`src/rtl/approx_mult_pkg.sv`:
```
`default_nettype none
// ============================================================================
// Module   : approx_mult_pkg
// Purpose  : Shared helpers for the approximate multiplier pipeline.
//            - keep_pp    : static keep/drop decision for partial product (i,j)
//            - prod_width : product width for a given operand width
//            - sum_width  : error-accumulator width for a given operand width
//            - sat_add    : unsigned add that clamps at all-ones of a given width
// Ports    : none (package)
// Revision : 1.0 - initial parametrised release
// ============================================================================
package approx_mult_pkg;

  // Headroom bits on the error accumulator above the product width.
  localparam int SUM_GUARD_W = 16;

  // Widest value sat_add can handle.
  localparam int SAT_MAX_W = 64;

  function automatic int prod_width(input int width);
    return 2 * width;
  endfunction

  function automatic int sum_width(input int width);
    return 2 * width + SUM_GUARD_W;
  endfunction

  // Keep decision that ignores the runtime exact mode: the top EXACT_ROWS
  // rows are always whole, everything else survives only at or above the
  // truncation column.
  function automatic logic keep_pp(input int i, input int j, input int width,
                                   input int exact_rows, input int trunc_col);
    return ((i >= width - exact_rows) || (i + j >= trunc_col)) ? 1'b1 : 1'b0;
  endfunction

  // Operands are zero-extended into SAT_MAX_W bits; the result clamps at
  // 2^w - 1 so callers can truncate back to w bits without wrapping.
  function automatic logic [SAT_MAX_W-1:0] sat_add(input logic [SAT_MAX_W-1:0] a,
                                                   input logic [SAT_MAX_W-1:0] b,
                                                   input int w);
    logic [SAT_MAX_W:0] full;
    logic [SAT_MAX_W:0] lim;
    full = {1'b0, a} + {1'b0, b};
    lim  = ({{SAT_MAX_W{1'b0}}, 1'b1} << w) - {{SAT_MAX_W{1'b0}}, 1'b1};
    return (full > lim) ? lim[SAT_MAX_W-1:0] : full[SAT_MAX_W-1:0];
  endfunction

endpackage : approx_mult_pkg
`default_nettype wire

```
`src/rtl/approx_pp_sum.sv`:
```
`default_nettype none
// ============================================================================
// Module   : approx_pp_sum
// Purpose  : Combinational split of the partial-product array into the sum of
//            kept terms and the sum of dropped terms. kept_sum + drop_sum is
//            always the exact product, so neither sum can overflow PROD_W.
// Ports    : x, y        - operands (x selects rows, y selects columns)
//            exact_mode  - 1 keeps every term (drop_sum becomes 0)
//            kept_sum    - approximate product
//            drop_sum    - exact product minus approximate product
// Revision : 1.0 - initial parametrised release
// ============================================================================
module approx_pp_sum
  import approx_mult_pkg::*;
#(
  parameter int WIDTH      = 8,
  parameter int EXACT_ROWS = 2,
  parameter int TRUNC_COL  = 7,
  localparam int PROD_W    = prod_width(WIDTH)
) (
  input  logic [WIDTH-1:0]  x,
  input  logic [WIDTH-1:0]  y,
  input  logic              exact_mode,
  output logic [PROD_W-1:0] kept_sum,
  output logic [PROD_W-1:0] drop_sum
);

  logic [WIDTH-1:0][WIDTH-1:0]  w_keep_bits;
  logic [WIDTH-1:0][WIDTH-1:0]  w_drop_bits;
  logic [WIDTH-1:0][PROD_W-1:0] w_keep_row;
  logic [WIDTH-1:0][PROD_W-1:0] w_drop_row;

  genvar gi, gj;
  generate
    for (gi = 0; gi < WIDTH; gi++) begin : g_row
      for (gj = 0; gj < WIDTH; gj++) begin : g_col
        // The keep mask is fixed at elaboration; only exact_mode is dynamic.
        localparam logic KEEP = keep_pp(gi, gj, WIDTH, EXACT_ROWS, TRUNC_COL);
        logic w_pp;
        assign w_pp                = x[gi] & y[gj];
        assign w_keep_bits[gi][gj] = w_pp & (KEEP | exact_mode);
        assign w_drop_bits[gi][gj] = w_pp & ~(KEEP | exact_mode);
      end
      // Row gi carries weight 2^gi.
      assign w_keep_row[gi] = {{WIDTH{1'b0}}, w_keep_bits[gi]} << gi;
      assign w_drop_row[gi] = {{WIDTH{1'b0}}, w_drop_bits[gi]} << gi;
    end
  endgenerate

  always_comb begin
    kept_sum = '0;
    drop_sum = '0;
    for (int i = 0; i < WIDTH; i++) begin
      kept_sum = kept_sum + w_keep_row[i];
      drop_sum = drop_sum + w_drop_row[i];
    end
  end

endmodule : approx_pp_sum
`default_nettype wire

```
`src/rtl/approx_mult_pipe.sv`:
```
`default_nettype none
// ============================================================================
// Module   : approx_mult_pipe
// Purpose  : 3-stage valid/ready pipelined unsigned approximate multiplier
//            with per-transaction exact/approximate mode, per-result error
//            and saturating error statistics.
//              S1 - operand/mode capture
//              S2 - kept/dropped partial-product sums
//              S3 - result registers and statistics update
// Ports    : clk, rst_n                    - clock, async active-low reset
//            in_valid/in_ready, x, y,
//            exact_mode                    - operand handshake
//            out_valid/out_ready, z, err   - result handshake
//            stats_clr                     - clear statistics (wins over update)
//            txn_cnt, err_sum, err_max     - statistics (CNT_W <= 64)
// Revision : 1.0 - initial parametrised release
// ============================================================================
module approx_mult_pipe
  import approx_mult_pkg::*;
#(
  parameter int WIDTH      = 8,
  parameter int EXACT_ROWS = 2,
  parameter int TRUNC_COL  = 7,
  parameter int CNT_W      = 32,
  localparam int PROD_W    = prod_width(WIDTH),
  localparam int SUM_W     = sum_width(WIDTH)
) (
  input  logic              clk,
  input  logic              rst_n,
  input  logic              in_valid,
  output logic              in_ready,
  input  logic [WIDTH-1:0]  x,
  input  logic [WIDTH-1:0]  y,
  input  logic              exact_mode,
  output logic              out_valid,
  input  logic              out_ready,
  output logic [PROD_W-1:0] z,
  output logic [PROD_W-1:0] err,
  input  logic              stats_clr,
  output logic [CNT_W-1:0]  txn_cnt,
  output logic [SUM_W-1:0]  err_sum,
  output logic [PROD_W-1:0] err_max
);

  logic              r_s1_valid;
  logic [WIDTH-1:0]  r_s1_x;
  logic [WIDTH-1:0]  r_s1_y;
  logic              r_s1_mode;
  logic              r_s2_valid;
  logic [PROD_W-1:0] r_s2_kept;
  logic [PROD_W-1:0] r_s2_drop;
  logic [PROD_W-1:0] w_kept;
  logic [PROD_W-1:0] w_drop;
  logic              w_s1_adv;
  logic              w_s2_adv;
  logic              w_s3_adv;
  logic              w_out_xfer;

  // Bubble-collapsing advance chain: a stage may load when it is empty or
  // its contents move on this edge. Only out_ready feeds back, never in_valid.
  assign w_s3_adv   = !out_valid || out_ready;
  assign w_s2_adv   = !r_s2_valid || w_s3_adv;
  assign w_s1_adv   = !r_s1_valid || w_s2_adv;
  assign in_ready   = w_s1_adv;
  assign w_out_xfer = out_valid && out_ready;

  // S1: capture
  always_ff @(posedge clk or negedge rst_n) begin
    if (!rst_n) begin
      r_s1_valid <= 1'b0;
      r_s1_x     <= '0;
      r_s1_y     <= '0;
      r_s1_mode  <= 1'b0;
    end else if (w_s1_adv) begin
      r_s1_valid <= in_valid;
      if (in_valid) begin
        r_s1_x    <= x;
        r_s1_y    <= y;
        r_s1_mode <= exact_mode;
      end
    end
  end

  approx_pp_sum #(
    .WIDTH      (WIDTH),
    .EXACT_ROWS (EXACT_ROWS),
    .TRUNC_COL  (TRUNC_COL)
  ) u_pp_sum (
    .x          (r_s1_x),
    .y          (r_s1_y),
    .exact_mode (r_s1_mode),
    .kept_sum   (w_kept),
    .drop_sum   (w_drop)
  );

  // S2: partial-product sums
  always_ff @(posedge clk or negedge rst_n) begin
    if (!rst_n) begin
      r_s2_valid <= 1'b0;
      r_s2_kept  <= '0;
      r_s2_drop  <= '0;
    end else if (w_s2_adv) begin
      r_s2_valid <= r_s1_valid;
      if (r_s1_valid) begin
        r_s2_kept <= w_kept;
        r_s2_drop <= w_drop;
      end
    end
  end

  // S3: result registers; data only moves when a new result arrives so a
  // stalled result stays stable.
  always_ff @(posedge clk or negedge rst_n) begin
    if (!rst_n) begin
      out_valid <= 1'b0;
      z         <= '0;
      err       <= '0;
    end else if (w_s3_adv) begin
      out_valid <= r_s2_valid;
      if (r_s2_valid) begin
        z   <= r_s2_kept;
        err <= r_s2_drop;
      end
    end
  end

  // Statistics track the result leaving S3; a clear on the same edge wins.
  always_ff @(posedge clk or negedge rst_n) begin
    if (!rst_n) begin
      txn_cnt <= '0;
      err_sum <= '0;
      err_max <= '0;
    end else if (stats_clr) begin
      txn_cnt <= '0;
      err_sum <= '0;
      err_max <= '0;
    end else if (w_out_xfer) begin
      txn_cnt <= CNT_W'(sat_add(64'(txn_cnt), 64'd1, CNT_W));
      err_sum <= SUM_W'(sat_add(64'(err_sum), 64'(err), SUM_W));
      if (err > err_max) begin
        err_max <= err;
      end
    end
  end

endmodule : approx_mult_pipe
`default_nettype wire

```
`config.mk`:
```
export PLATFORM = sky130hd
export DESIGN_NAME = approx_mult_pipe
export DESIGN_NICKNAME = d
export VERILOG_FILES = /design/src/rtl/approx_mult_pkg.sv /design/src/rtl/approx_pp_sum.sv /design/src/rtl/approx_mult_pipe.sv
export SDC_FILE = /design/constraint.sdc
export NUM_CORES = 1
export LEC_CHECK = 0
export ABC_AREA = 1
export CORE_MARGIN = 10
export CORE_UTILIZATION = 57
export DETAILED_ROUTE_END_ITERATION = 8
export GPL_ROUTABILITY_DRIVEN = 0
export PLACE_DENSITY = 0.81
export SLEW_MARGIN = 20
export SYNTH_ARGS = -nofsm -noshare
export SYNTH_HDL_FRONTEND = slang
export SYNTH_SLANG_ARGS = --single-unit
export TNS_END_PERCENT = 5
```
`constraint.sdc`:
```
create_clock -name clk -period 7.88 [get_ports clk]
set_input_delay 1.97 -clock clk [delete_from_list [all_inputs] [get_ports clk]]
set_output_delay 1.97 -clock clk [all_outputs]
set_load 0.02 [all_outputs]
```
==> qor.yml <==
job:
  max_cap_violations: 0
power_and_ir_drop:
  vdd.ir_drop.worst_mv: 0.312
  power-per-cell-area_mw_per_mm2: 321
  share_clk_of_total_power_pct: 19.1
  net-switching-power_mw: 1.83
  intPower_mw: 2.33
  leakage_nw: 6.65
  power.share.switching_pct: 44.0
  comb_power_share_pct: 54.7
  seq_power_share_pct: 26.2
setup_path:
  worstPathMaxFanout: 35
  timing.critical_path.from: "r_s1_mode"
  critical_path.max_stage_delay_ns: 0.54
  cell_repeated_most_along_the_worst_path: "sky130_fd_sc_hd__fa_1"
  required_ns: 8.19
  critical_path_cell_count: 27
  reg2reg_from: "r_s1_mode"
  crit_arrival_ns: 6.81
  crit_path_end: "r_s2_kept[15]"
  cp-end-kind: "register"
  crit_path_top_delay_cell: "sky130_fd_sc_hd__fa_1"
  crit_family: "adder cells"
  worst-setup-path-type: "register to register"
  timing.reg2reg.worst_path_depth: 27
  crit_path_start_kind: "register"
  r2r-end: "r_s2_kept[15]"
  cp.buffers_inverters: 5
  r2r_slack_ns: 1.38
yosys:
  synthDominantCellAreaShare_pct: 33.1
  ys_seq_elements: 146
  postSynth.topFlopCell: "sky130_fd_sc_hd__dfrtp_1"
  ys_top_cells_by_area: "sky130_fd_sc_hd__dfrtp_1 (33%), sky130_fd_sc_hd__nand2_1 (13%), sky130_fd_sc_hd__fa_1 (8.5%)"
  synth.avg_cell_area_um2: 7.62
  synth_enable_flop_cells: 0
  postSynthCellCount: 1450
  ys_async_sr_fraction_pct: 100
  synth_top_cell_by_area: "sky130_fd_sc_hd__dfrtp_1"
  synth.yosys.warnings: 0
  synthesis.area_mm2: 0.0111
  synth_sequential_area_ratio_pct: 33.1
  post_synth_num_cell_types: 44
timing:
  post-route-worst-setup-slack_ns: 1.38
  rsz0062_at_grt: "false"
  max_slew_margin_pct: 31.3
  layout_worst_path_cycle_share_pct: 82.5
  fmax_mhz: 154
  clock-skew-final_ns: 0.00848
  hold_violations: 0
  finalCriticalPeriod_ns: 6.50
  timing_max_transition_violations_final: 0
  final.setup.tns_ns: 0
  worst_slew_pin_slew_ns: 1.03
  report.final.setup_viol: 0
placement:
  post_dp_cell_area_mm2: 0.0124
  pre_cts_ws_ns: 1.46
  i_o_buffers: 123
  dp_hpwl_um: 20700
  numPlacedInstances: 1786
clock_tree:
  cts_tree: "built"
  tritoncts_buffers: 17
  cts_max_level: 4
  root_buffer: "sky130_fd_sc_hd__clkbuf_16"
  clock_slew_seen_by_the_registers_of_the_worst_setup_and_hold_paths_ns: 0.06
  clock_latency_ns: 0.43
  cts_num_sinks: 146
  postCtsHoldBufs: 0
  ctsResizeCount: 0
  cts_post_setup_buffers_inserted: 0
  clk_path_buf_depth: 2
routing:
  drt-wirelength-per-cell_um: 15.4
  drcViolationCount: 0
  viasPerCell: 5.40
  via_count: 9819
  detailedRoute.firstIterationViolations: 692
  drt-pass1-iter-count: 5
  antenna_violating_nets_post_route: 0
  wl_um: 28000
die:
  core-area_mm2: 0.0189
  die_height_um: 159
  number_of_placement_rows: 50
  boundaryPins: 136
  initial_standard_cell_utilization_of_the_core_pct: 58.5
  floorplan.die.width_um: 159
  design.die.area_mm2: 0.0254
global_route:
  grt_pass1_wl_um: 47700
  grt_start_max_net_pins: 80
  groute.usage.overall_pct: 22.3
  overflow: 0
  grt_antenna_before_repair: 0
  via_count_of_the_first_global_routing_pass: 9576
cells_and_area:
  antenna_cells: 0
  final_nets: 1681
  final_design_area_no_fill_mm2: 0.0130
  area.growth.synth_to_final_pct: 17.3
  final_cells: 1819
  fill_cells: 1533
  drive_gt1_share_pct: 6.35
min_path:
  holdCritPathClass: "register to register"
run_status:
  run_status: "finished, final reports clean"
## cell usage after synthesis (4+ instances only)
| cell | n |
|---|---|
| sky130_fd_sc_hd__nand2_1 | 379 |
| sky130_fd_sc_hd__inv_1 | 225 |
| sky130_fd_sc_hd__dfrtp_1 | 146 |
| sky130_fd_sc_hd__nor2_1 | 96 |
| sky130_fd_sc_hd__nand3_1 | 93 |
| sky130_fd_sc_hd__o21ai_0 | 87 |
| sky130_fd_sc_hd__ha_1 | 66 |
| sky130_fd_sc_hd__fa_1 | 47 |
| sky130_fd_sc_hd__a21oi_1 | 45 |
| sky130_fd_sc_hd__nor3_1 | 43 |
| sky130_fd_sc_hd__clkbuf_1 | 38 |
| sky130_fd_sc_hd__xor2_1 | 32 |
| sky130_fd_sc_hd__nand3_2 | 26 |
| sky130_fd_sc_hd__buf_4 | 15 |
| sky130_fd_sc_hd__nand4_1 | 15 |
| sky130_fd_sc_hd__mux2_2 | 13 |
| sky130_fd_sc_hd__xnor2_1 | 12 |
| sky130_fd_sc_hd__a22o_1 | 10 |
| sky130_fd_sc_hd__nor2_2 | 7 |
| sky130_fd_sc_hd__o21bai_1 | 7 |
| sky130_fd_sc_hd__buf_6 | 5 |
| sky130_fd_sc_hd__o21ai_1 | 5 |
| sky130_fd_sc_hd__buf_2 | 4 |
| sky130_fd_sc_hd__nand2_2 | 4 |
## cells in the final DEF, fill, tap and decap left out, types with 32 or more instances in the layout
| master | Yosys | layout |
|---|---|---|
| sky130_fd_sc_hd__o21ai_0 | 87 | 87 |
| sky130_fd_sc_hd__dfrtp_1 | 146 | 146 |
| sky130_fd_sc_hd__nand2_1 | 379 | 379 |
| sky130_fd_sc_hd__ha_1 | 66 | 66 |
| sky130_fd_sc_hd__nor2_1 | 96 | 94 |
| sky130_fd_sc_hd__a21oi_1 | 45 | 45 |
| sky130_fd_sc_hd__inv_1 | 225 | 225 |
| sky130_fd_sc_hd__nand3_1 | 93 | 93 |
| sky130_fd_sc_hd__nor3_1 | 43 | 43 |
| sky130_fd_sc_hd__fa_1 | 47 | 47 |
| sky130_fd_sc_hd__clkdlybuf4s50_1 | 0 | 122 |
| sky130_fd_sc_hd__xor2_1 | 32 | 32 |
## sequential cells by signal, indices dropped and copies added, names as in the netlist
register,count
err_sum,32
txn_cnt,32
r_s2_kept,16
z,16
err,10
err_max,10
r_s2_drop,10
r_s1_x,8
r_s1_y,8
out_valid,1
r_s1_mode,1
r_s1_valid,1
r_s2_valid,1
## area by class of cell
cell class	instances	area (µm²)	share of cell area [%]
Tap cell	260	325	2.51
Sequential cell	146	3650	28.2
Clock buffer	20	437	3.37
Timing Repair Buffer	132	1310	10.1
Clock inverter	12	134	1.03
Multi-Input combinational cell	1020	6250	48.2
Inverter	229	860	6.63
## power groups by stage
| stage | registers (mW) | clock network [mW] | logic [mW] |
|---|---|---|---|
| 6_report | 1.09 | 0.795 | 2.28 |
| 5_1_grt | 1.11 | 0.843 | 2.64 |
| 4_1_cts | 1.09 | 0.805 | 2.28 |
| 3_5_place_dp | 1.10 | 0 | 2.24 |
| 3_3_place_gp | 1.09 | 0 | 2.14 |
| 2_1_floorplan | 1.13 | 0 | 1.57 |
## logic make-up after synthesis
family	count (synthesis)	synth area share, %
flip-flops	146	33.1
AND/OR/NAND/NOR	673	27.0
XOR/XNOR	44	3.49
adder cells (fa/ha/maj)	113	16.0
AO/OA/AOI/OAI	165	8.24
other	1	0.0339
buffers and inverters	295	10.9
multiplexers	13	1.32
## through the flow
stage                     power (mW)  util [%]  hold slack, ns
after floorplan                 2.70         -           0.448
after global placement          3.23      65.5           0.466
after detailed placement        3.33      65.5           0.471
after CTS                       4.17      68.5           0.488
after global routing            4.60      68.7           0.511
final                           4.16      68.7           0.485
## how the worst min path moves through the flow
stage | start | to | slack, ns | depth (start not counted)
after floorplan | r_s2_valid | out_valid | 0.45 | 2
after global placement | z[5] | z[5] | 0.47 | 2
after global routing | z[4] | z[4] | 0.51 | 2
after CTS | z[4] | z[4] | 0.49 | 2
after detailed placement | r_s2_valid | out_valid | 0.47 | 2
final | z[5] | z[5] | 0.48 | 2
## metal layers
metal / part of all wire, % / track usage [%] / up-vias
li1: - / - / 4754
met1: 43 / 29.3 / 4637
met4: 1.5 / 5.31 / 0
met2: 47 / 36.4 / 386
met5: 0 / 0 / -
met3: 8.3 / 5.34 / 42
## tightest hold or removal path, delay by kind of cell, from the launching register on
kind            cells  cell delay (ns)
simple gates        1             0.05
compound gates      1             0.06
flops               1             0.34
No activity file was read; power rests on OpenSTA's default activity.
